<file path="config.mk">
export PLATFORM = sky130hd
export DESIGN_NAME = uart_rx_os_flat
export DESIGN_NICKNAME = d
export VERILOG_FILES = /design/src/rtl/uart_rx_os_if.sv /design/src/rtl/uart_rx_os.sv /design/src/flat_wrapper.sv
export SDC_FILE = /design/constraint.sdc
export NUM_CORES = 1
export LEC_CHECK = 0
export CAP_MARGIN = 20
export CORE_MARGIN = 2
export CORE_UTILIZATION = 55
export CTS_CLUSTER_SIZE = 40
export DETAILED_ROUTE_END_ITERATION = 16
export PLACE_DENSITY = 0.81
export SLEW_MARGIN = 20
export SYNTH_ARGS = -nofsm -noshare
export SYNTH_HDL_FRONTEND = slang
export SYNTH_SLANG_ARGS = --single-unit
</file>
<file path="constraint.sdc">
create_clock -name clk -period 2.7 [get_ports clk]
set_input_delay 0.54 -clock clk [delete_from_list [all_inputs] [get_ports clk]]
set_output_delay 0.54 -clock clk [all_outputs]
set_load 0.02 [all_outputs]
</file>
<file path="src/rtl/uart_rx_os_if.sv">
// Receiver-to-consumer handshake bundle: held character, status flags and ack.
interface uart_rx_os_if;
  logic [7:0] rx_data;
  logic       rx_valid;
  logic       rx_ack;
  logic       parity_err;
  logic       frame_err;
  logic       break_int;
  logic       overrun_err;
  logic       rx_busy;

  modport master (
    output rx_data, rx_valid, parity_err, frame_err, break_int, overrun_err, rx_busy,
    input  rx_ack
  );

  modport slave (
    input  rx_data, rx_valid, parity_err, frame_err, break_int, overrun_err, rx_busy,
    output rx_ack
  );
endinterface

</file>
<file path="src/rtl/uart_rx_os.sv">
// Oversampling UART receiver with 3-sample majority vote, start-glitch
// rejection, parity (even/odd/stick), break detection and a held output
// register with ack handshake and sticky overrun.
module uart_rx_os #(
  parameter int OVERSAMPLE  = 16,
  parameter int SYNC_STAGES = 2
) (
  input  logic        clk,
  input  logic        rst_n,
  input  logic        tick_os,
  input  logic        srx,
  input  logic [7:0]  lcr,
  uart_rx_os_if.master rx
);

  localparam int OSW = $clog2(OVERSAMPLE);
  localparam logic [OSW-1:0] OS_LAST = OSW'(OVERSAMPLE - 1);
  localparam logic [OSW-1:0] M_LO    = OSW'(OVERSAMPLE / 2 - 1);
  localparam logic [OSW-1:0] M_MID   = OSW'(OVERSAMPLE / 2);
  localparam logic [OSW-1:0] M_HI    = OSW'(OVERSAMPLE / 2 + 1);

  typedef enum logic [2:0] {IDLE, START, DATA, PARITY, STOP, BRK_WAIT} state_t;

  function automatic logic maj3(input logic a, input logic b, input logic c);
    return (a & b) | (a & c) | (b & c);
  endfunction

  function automatic logic exp_parity(input logic [7:0] d, input logic eps, input logic stick);
    if (stick)    return ~eps;
    else if (eps) return ^d;
    else          return ~(^d);
  endfunction

  logic [SYNC_STAGES-1:0] sync_q;
  logic                   srx_s;

  state_t         state_q, state_d;
  logic [OSW-1:0] os_q, os_d;
  logic [2:0]     bit_q, bit_d;
  logic [7:0]     shift_q, shift_d;
  logic           s0_q, s0_d, s1_q, s1_d;
  logic           zero_q, zero_d;
  logic           par_q, par_d;
  logic [1:0]     wl_q, wl_d;
  logic           pen_q, pen_d, eps_q, eps_d, stick_q, stick_d;

  logic           maj_now;
  logic [2:0]     wl_m1;
  logic [OSW-1:0] os_inc;
  logic           comp, frm_c, brk_c;
  logic           ovr_set, ack_take;
  logic           unused_lcr;

  assign srx_s      = sync_q[SYNC_STAGES-1];
  assign maj_now    = maj3(s0_q, s1_q, srx_s);
  assign wl_m1      = {1'b0, wl_q} + 3'd4;
  assign os_inc     = (os_q == OS_LAST) ? '0 : os_q + 1'b1;
  assign unused_lcr = ^{lcr[7:6], lcr[2]};
  assign rx.rx_busy = (state_q != IDLE);

  // Input synchronizer: srx is asynchronous, idle high.
  always_ff @(posedge clk or negedge rst_n) begin
    if (!rst_n) sync_q <= '1;
    else        sync_q <= {sync_q[SYNC_STAGES-2:0], srx};
  end

  // FSM and per-character datapath registers.
  always_ff @(posedge clk or negedge rst_n) begin
    if (!rst_n) begin
      state_q <= IDLE;
      os_q    <= '0;
      bit_q   <= '0;
      shift_q <= '0;
      s0_q    <= 1'b1;
      s1_q    <= 1'b1;
      zero_q  <= 1'b0;
      par_q   <= 1'b0;
      wl_q    <= '0;
      pen_q   <= 1'b0;
      eps_q   <= 1'b0;
      stick_q <= 1'b0;
    end else begin
      state_q <= state_d;
      os_q    <= os_d;
      bit_q   <= bit_d;
      shift_q <= shift_d;
      s0_q    <= s0_d;
      s1_q    <= s1_d;
      zero_q  <= zero_d;
      par_q   <= par_d;
      wl_q    <= wl_d;
      pen_q   <= pen_d;
      eps_q   <= eps_d;
      stick_q <= stick_d;
    end
  end

  // Next-state logic: everything advances only on oversample ticks.
  // Bit decisions are made at M+1, when the third sample is on srx_s.
  always_comb begin
    state_d = state_q;
    os_d    = os_q;
    bit_d   = bit_q;
    shift_d = shift_q;
    s0_d    = s0_q;
    s1_d    = s1_q;
    zero_d  = zero_q;
    par_d   = par_q;
    wl_d    = wl_q;
    pen_d   = pen_q;
    eps_d   = eps_q;
    stick_d = stick_q;
    comp    = 1'b0;
    frm_c   = 1'b0;
    brk_c   = 1'b0;

    if (tick_os) begin
      if (state_q != IDLE && state_q != BRK_WAIT) begin
        os_d = os_inc;
        if (os_q == M_LO)  s0_d = srx_s;
        if (os_q == M_MID) s1_d = srx_s;
      end

      case (state_q)
        IDLE: begin
          if (!srx_s) begin
            // Character format is frozen here for the whole frame.
            state_d = START;
            os_d    = '0;
            bit_d   = '0;
            shift_d = '0;
            zero_d  = 1'b1;
            par_d   = 1'b0;
            wl_d    = lcr[1:0];
            pen_d   = lcr[3];
            eps_d   = lcr[4];
            stick_d = lcr[5];
          end
        end
        START: begin
          if (os_q == M_HI && maj_now) begin
            state_d = IDLE;
            os_d    = '0;
          end else if (os_q == OS_LAST) begin
            state_d = DATA;
            bit_d   = '0;
          end
        end
        DATA: begin
          if (os_q == M_HI) begin
            shift_d[bit_q] = maj_now;
            zero_d         = zero_q & ~maj_now;
          end
          if (os_q == OS_LAST) begin
            if (bit_q == wl_m1) state_d = pen_q ? PARITY : STOP;
            else                bit_d   = bit_q + 3'd1;
          end
        end
        PARITY: begin
          if (os_q == M_HI) begin
            par_d  = (maj_now != exp_parity(shift_q, eps_q, stick_q));
            zero_d = zero_q & ~maj_now;
          end
          if (os_q == OS_LAST) state_d = STOP;
        end
        STOP: begin
          if (os_q == M_HI) begin
            comp    = 1'b1;
            frm_c   = ~maj_now;
            brk_c   = zero_q & ~maj_now;
            state_d = brk_c ? BRK_WAIT : IDLE;
            os_d    = '0;
          end
        end
        BRK_WAIT: begin
          os_d = '0;
          if (srx_s) state_d = IDLE;
        end
        default: begin
          state_d = IDLE;
          os_d    = '0;
        end
      endcase
    end
  end

  assign ovr_set  = comp & rx.rx_valid & ~rx.rx_ack;
  assign ack_take = rx.rx_valid & rx.rx_ack;

  // Held output register, ack handshake and sticky overrun.
  always_ff @(posedge clk or negedge rst_n) begin
    if (!rst_n) begin
      rx.rx_data     <= '0;
      rx.rx_valid    <= 1'b0;
      rx.parity_err  <= 1'b0;
      rx.frame_err   <= 1'b0;
      rx.break_int   <= 1'b0;
      rx.overrun_err <= 1'b0;
    end else begin
      if (comp && (!rx.rx_valid || rx.rx_ack)) begin
        rx.rx_data    <= brk_c ? 8'h00 : shift_q;
        rx.parity_err <= par_q;
        rx.frame_err  <= frm_c;
        rx.break_int  <= brk_c;
        rx.rx_valid   <= 1'b1;
      end else if (ack_take) begin
        rx.rx_valid   <= 1'b0;
      end
      if (ovr_set)       rx.overrun_err <= 1'b1;
      else if (ack_take) rx.overrun_err <= 1'b0;
    end
  end

endmodule

</file>
<file path="src/flat_wrapper.sv">
// flat-port wrapper written by rule: the top's interface ports become plain ports
module uart_rx_os_flat 
#(
  parameter int OVERSAMPLE  = 16,
  parameter int SYNC_STAGES = 2
)
  (clk, rst_n, tick_os, srx, lcr, rx_rx_data, rx_rx_valid, rx_parity_err, rx_frame_err, rx_break_int, rx_overrun_err, rx_rx_busy, rx_rx_ack);
  uart_rx_os_if rx_i ();
  input  logic clk;
  input  logic rst_n;
  input  logic tick_os;
  input  logic srx;
  input  logic [7:0] lcr;
  output wire logic [$bits(rx_i.rx_data)-1:0] rx_rx_data;
  output wire logic [$bits(rx_i.rx_valid)-1:0] rx_rx_valid;
  output wire logic [$bits(rx_i.parity_err)-1:0] rx_parity_err;
  output wire logic [$bits(rx_i.frame_err)-1:0] rx_frame_err;
  output wire logic [$bits(rx_i.break_int)-1:0] rx_break_int;
  output wire logic [$bits(rx_i.overrun_err)-1:0] rx_overrun_err;
  output wire logic [$bits(rx_i.rx_busy)-1:0] rx_rx_busy;
  input wire logic [$bits(rx_i.rx_ack)-1:0] rx_rx_ack;
  assign rx_rx_data = rx_i.rx_data;
  assign rx_rx_valid = rx_i.rx_valid;
  assign rx_parity_err = rx_i.parity_err;
  assign rx_frame_err = rx_i.frame_err;
  assign rx_break_int = rx_i.break_int;
  assign rx_overrun_err = rx_i.overrun_err;
  assign rx_rx_busy = rx_i.rx_busy;
  assign rx_i.rx_ack = rx_rx_ack;
  uart_rx_os #(.OVERSAMPLE(OVERSAMPLE), .SYNC_STAGES(SYNC_STAGES)) u_core (.clk(clk), .rst_n(rst_n), .tick_os(tick_os), .srx(srx), .lcr(lcr), .rx(rx_i));
endmodule
</file>
Word-level counts from Yosys, hierarchy flattened --
Cells that the tools add are included.
Word-level totals: bits in writable memories 0, logic and storage cells 140, register bits 42, ROM bits 0, output and inout bits 14, latch bits 0, input bits 13, memories kept 0
Operators by class: bitwise operators 14, eq/ne operators 25, muxes and demuxes 53, order comparisons 2, add/sub/neg operators 3, multiply operators 0, shifts and indexed selects 0, reduce and logical (&&, ||, !) cells 24, divide/modulo/power cells 0
Operators with widths (number):
- $mux W3 | 15
- $mux W8 | 3
- $mux W1 | 22
- $mux W4 | 5
- $ne A2 B1 Y1 const B | 9
- $pmux W3 S6 | 1
- $pmux W4 S4 | 1
- $pmux W8 S2 | 1
- $eq A4 B4 Y1 const B | 3
- $reduce_and A4 Y1 | 3
- $reduce_bool A2 Y1 | 5
- $pmux W3 S3 | 1
- $reduce_and A3 Y1 | 3
- $bwmux W8 | 1
- $reduce_and A8 Y1 | 1
- $reduce_xor A8 Y1 | 1
- $and A1 B1 Y1 | 7
- $reduce_and A7 Y1 | 1
- $eq A3 B2 Y1 const B | 2
- $eq A3 B3 Y1 const B | 2
- $ne A2 B2 Y1 const B | 3
- $reduce_bool A3 Y1 | 2
- $not A1 Y1 | 5
- $add A4 B1 Y4 const B | 1
- 18 further kinds | 23

Depth between registers and ports, before layout --
depth in word-level cells 10, depth in mapped cells 9, depth with buffers taken out 7

Worst setup path after synthesis --
Ideal clock, no wire load.
kind reg-to-reg, start register u_core.os_q[1], end register u_core.os_q[1], period minus slack after synthesis 2002 ps, path buffers 1, cell stages (with the launch flop) 9, required time 2578 ps, arrival time 1880 ps, slack 698 ps, path through dfrtp_1 > inv_1 > ha_1 > and3b_1 > buf_4 > a21oi_2 > or4_4 > and2_4 > a32o_1
Between the ends: longest elaborated chain between the ends 5
Ends and longest elaborated chain:
- start, declared | line uart_rx_os.sv:38 | logic [OSW-1:0] os_q, os_d;
- start signal, assigned | line uart_rx_os.sv:84 | os_q <= os_d;
- $add A4 B1 Y4 or $eq A4 B4 Y1 (tied branches) | line uart_rx_os.sv:57 | assign os_inc = (os_q == OS_LAST) ? '0 : os_q + 1'b1;
- $mux W4 | line uart_rx_os.sv:57
- $mux W4 | line uart_rx_os.sv:118 | if (state_q != IDLE && state_q != BRK_WAIT) begin
- $mux W4, on equally long branches | line uart_rx_os.sv:167, uart_rx_os.sv:126, uart_rx_os.sv:141
- $pmux W4 S4 * | line uart_rx_os.sv:124 | case (state_q)
Every way passes the cells marked *; elsewhere a longest branch is shown, timed or not. A chain may end at the register's enable or synchronous reset.

Worst setup path in the final report --
start register u_core.state_q[0], end output rx_rx_busy
Between the ends: longest elaborated chain between the ends 1
Ends and longest elaborated chain:
- start, declared | line uart_rx_os.sv:37 | state_t state_q, state_d;
- start signal, assigned | line uart_rx_os.sv:83 | state_q <= state_d;
- $reduce_bool A3 Y1 | line uart_rx_os.sv:59 | assign rx.rx_busy = (state_q != IDLE);
- end, declared | line flat_wrapper.sv:20 | output wire logic [$bits(rx_i.rx_busy)-1:0] rx_rx_busy;
No other way between the ends.

==> flow_metrics.py <==
metrics = {
    "worst_setup_path": {
        "startpoint_type": "flip-flop",
        "path_class": "flip-flop to output port",
        "endpoint_kind": "output port",
        "critPathMaxFanout": 20,
        "worstPathArrival_ns": 1.89,
        "cp.required_ns": 2.16,
    },
    "sta": {
        "report.final.setup_viol": 0,
        "worst_pin_slew_ns": 0.885,
        "tns_ns": 0,
        "grt_setup_unrepaired": "no",
        "fin_skew_ns": 0.00761,
        "finalCritPeriodShare_pct": 89.8,
        "hold_violations": 0,
        "slew_viol_final": 0,
        "min_period_ns": 2.43,
        "relSlewSlack_pct": 41.0,
        "fmax_ghz": 0.412,
    },
    "synthesis": {
        "netlist_area_sq_um": 2260,
        "syn_avg_cell_area_sq_um": 9.18,
        "synth_edf_count": 0,
        "synth_warnings": 0,
        "synth_ff_type": "dfrtp_1",
        "ys_types": 51,
        "yosysTopAreaCellShare_pct": 42.1,
        "seq_area_frac_synth_pct": 46.8,
        "synth_area_leaders": "dfrtp_1, o21ai_0, nand2_1",
        "syn_inst": 246,
        "syn-num-nets": 263,
        "ys_ff_latch": 42,
        "synthArstFlopShare_pct": 100,
        "yosysTopAreaCell": "dfrtp_1",
    },
    "routing": {
        "m1WireLength_um": 2110,
        "routed_wl_um": 4560,
        "wl_met2_um": 2170,
        "highest_layer": "met4",
        "wl_met3_um": 206,
        "drt_iter0_markers": 85,
        "vias_per_cell": 5.81,
        "wire_per_inst_um": 14.4,
        "via_count": 1841,
        "detail-route-antenna-nets": 0,
        "drtPass1Iterations": 4,
        "drcViolationCount": 0,
    },
    "final_layout": {
        "final_nets": 283,
        "synthToLayoutAreaGrowth_pct": 16.4,
        "layout-drive-gt1-share_pct": 9.74,
        "layout_common_cells": "dfrtp_1, nand2_1, o21ai_0",
        "final_area_sq_um": 2630,
        "diodes": 0,
        "layout_commonest_cell": "dfrtp_1",
    },
    "place": {
        "io_buffers": 23,
        "dp_hpwl_um": 3290,
        "placed_area_sq_um": 2510,
        "gp_congestion": 0.837,
    },
    "floorplanning": {
        "die-area_sq_um": 4630,
        "chipHeight_um": 68.1,
        "die_width_um": 68.1,
        "start_util_pct": 56.8,
        "io_pins": 27,
        "core-area_sq_um": 3970,
        "rows": 23,
    },
    "clock_network": {
        "cts_max_level": 2,
        "cts_tree": "done",
        "cts_hold_buf": 0,
        "clkTransAtPathRegs_ns": 0.08,
        "clk_latency_ns": 0.30,
        "clock_sinks": 42,
        "post_cts_buffers": 0,
        "cts_root_buf": "clkbuf_8",
        "cts_resized": 0,
        "clockBufferDepth": 2,
        "cts_buffers": 5,
    },
    "global_route": {
        "gr-total-overflow": 0,
        "grt_util_all_layers_pct": 23.0,
        "antenna_found_initial": 0,
        "grt_pass1_vias": 1736,
        "grt_max_degree": 43,
        "grt_pass1_wl_um": 7880,
    },
    "pwr": {
        "total_power_mw": 2.64,
        "peakVddDrop_v": 0.000492,
        "p_leak_nw": 1.08,
        "power.density_nw_per_um2": 1000,
    },
    "job": {
        "drv_cap": 0,
    },
    "min_path": {
        "min_path_type": "primary input to async pin",
    },
    "outcome": {
        "status": "complete, no violations",
    },
}
==> sequential cells by signal, indices dropped and copies added, names as in the netlist, 2 cells and up <==
name and flops:
u_core.bit_q 3, u_core.os_q 4, u_core.rx.rx_data 8, u_core.shift_q 8, u_core.state_q 3, u_core.sync_q 2, u_core.wl_q 2
==> synth_stat cells (3+ instances only) <==
cell	count
a211oi_1	3
a21oi_1	10
a31oi_1	3
buf_2	3
clkbuf_1	8
dfrtp_1	38
dfstp_2	4
ha_1	4
inv_1	11
mux2_2	5
mux2i_1	3
nand2_1	33
nand2b_1	10
nand3_1	7
nand4_1	5
nor2_1	14
nor2b_1	3
nor3_1	6
o21ai_0	25
o22ai_1	3
o2bb2ai_1	3
xnor2_1	9
==> path summary, 6_finish.rpt <==
path / startpoint / end / slack [ns] / cells after the start
max in group asynchronous: rst_n / u_core.os_q[2]$_DFFE_PN0P_ / 1.79 / 1
setup reg to reg: u_core.os_q[1]$_DFFE_PN0P_ / u_core.os_q[1]$_DFFE_PN0P_ / 0.46 / 7
min in group clk: u_core.sync_q[0]$_DFF_PN1_ / u_core.sync_q[1]$_DFF_PN1_ / 0.36 / 0
hold reg to reg: u_core.sync_q[0]$_DFF_PN1_ / u_core.sync_q[1]$_DFF_PN1_ / 0.36 / 0
hold / removal: rst_n / u_core.os_q[1]$_DFFE_PN0P_ / 0.36 / 1
setup / recovery: u_core.state_q[0]$_DFFE_PN0P_ / rx_rx_busy / 0.27 / 2
==> critical path, cell delays in order, from the launching register on <==
cell and delay [ns]:
dfrtp_1 0.56, or3_1 0.47, clkdlybuf4s50_1 0.55
==> per-layer routing <==
metal / GRT usage [%] / vias up
met4: 10.8 / 0
li1: - / 905
met1: 30.2 / 874
met5: 0 / -
met2: 36.8 / 55
met3: 4.11 / 7
==> power breakdown <==
part | switching (mW) | internal [mW]
clock network | 0.222 | 0.277
registers | 0.241 | 0.812
logic | 0.585 | 0.501
total | 1.05 | 1.59
==> cell type report <==
cell class,count,area (sq um)
multi-input cells,178,1100
well taps,50,62.6
clock inverters,3,43.8
inverters,12,45.0
fillers,347,1340
repair buffers,27,255
flip-flops and latches,42,1060
clock buffers,5,68.8
==> stage by stage <==
| step | setup slack (ns) | utilization (%) | hold slack, ns | std cells |
|---|---|---|---|---|
| finish | 0.275 | 66.2 | 0.358 | 317 |
| global route | 0.205 | 66.2 | 0.368 | 317 |
| CTS | 0.275 | 66.2 | 0.361 | 317 |
| detailed placement | 0.486 | 63.3 | 0.349 | 309 |
| global placement | 0.550 | 63.3 | 0.346 | 309 |
| floorplan | 0.698 | - | 0.244 | 246 |
==> cell families (layout without fill, tap and decap cells) <==
| family | count (synthesis) | count (layout) | synth area share, % |
|---|---|---|---|
| and+or+nand+nor | 92 | 92 | 20.4 |
| muxes | 8 | 8 | 3.82 |
| adders and majority gates | 5 | 5 | 2.83 |
| buffers and inverters | 26 | 47 | 4.66 |
| DFF | 42 | 42 | 46.8 |
| xor gates and xnor gates | 10 | 10 | 3.88 |
| AOI/OAI and AO/OA | 63 | 63 | 17.6 |
Note: power is estimated with default switching activity, not from simulation.
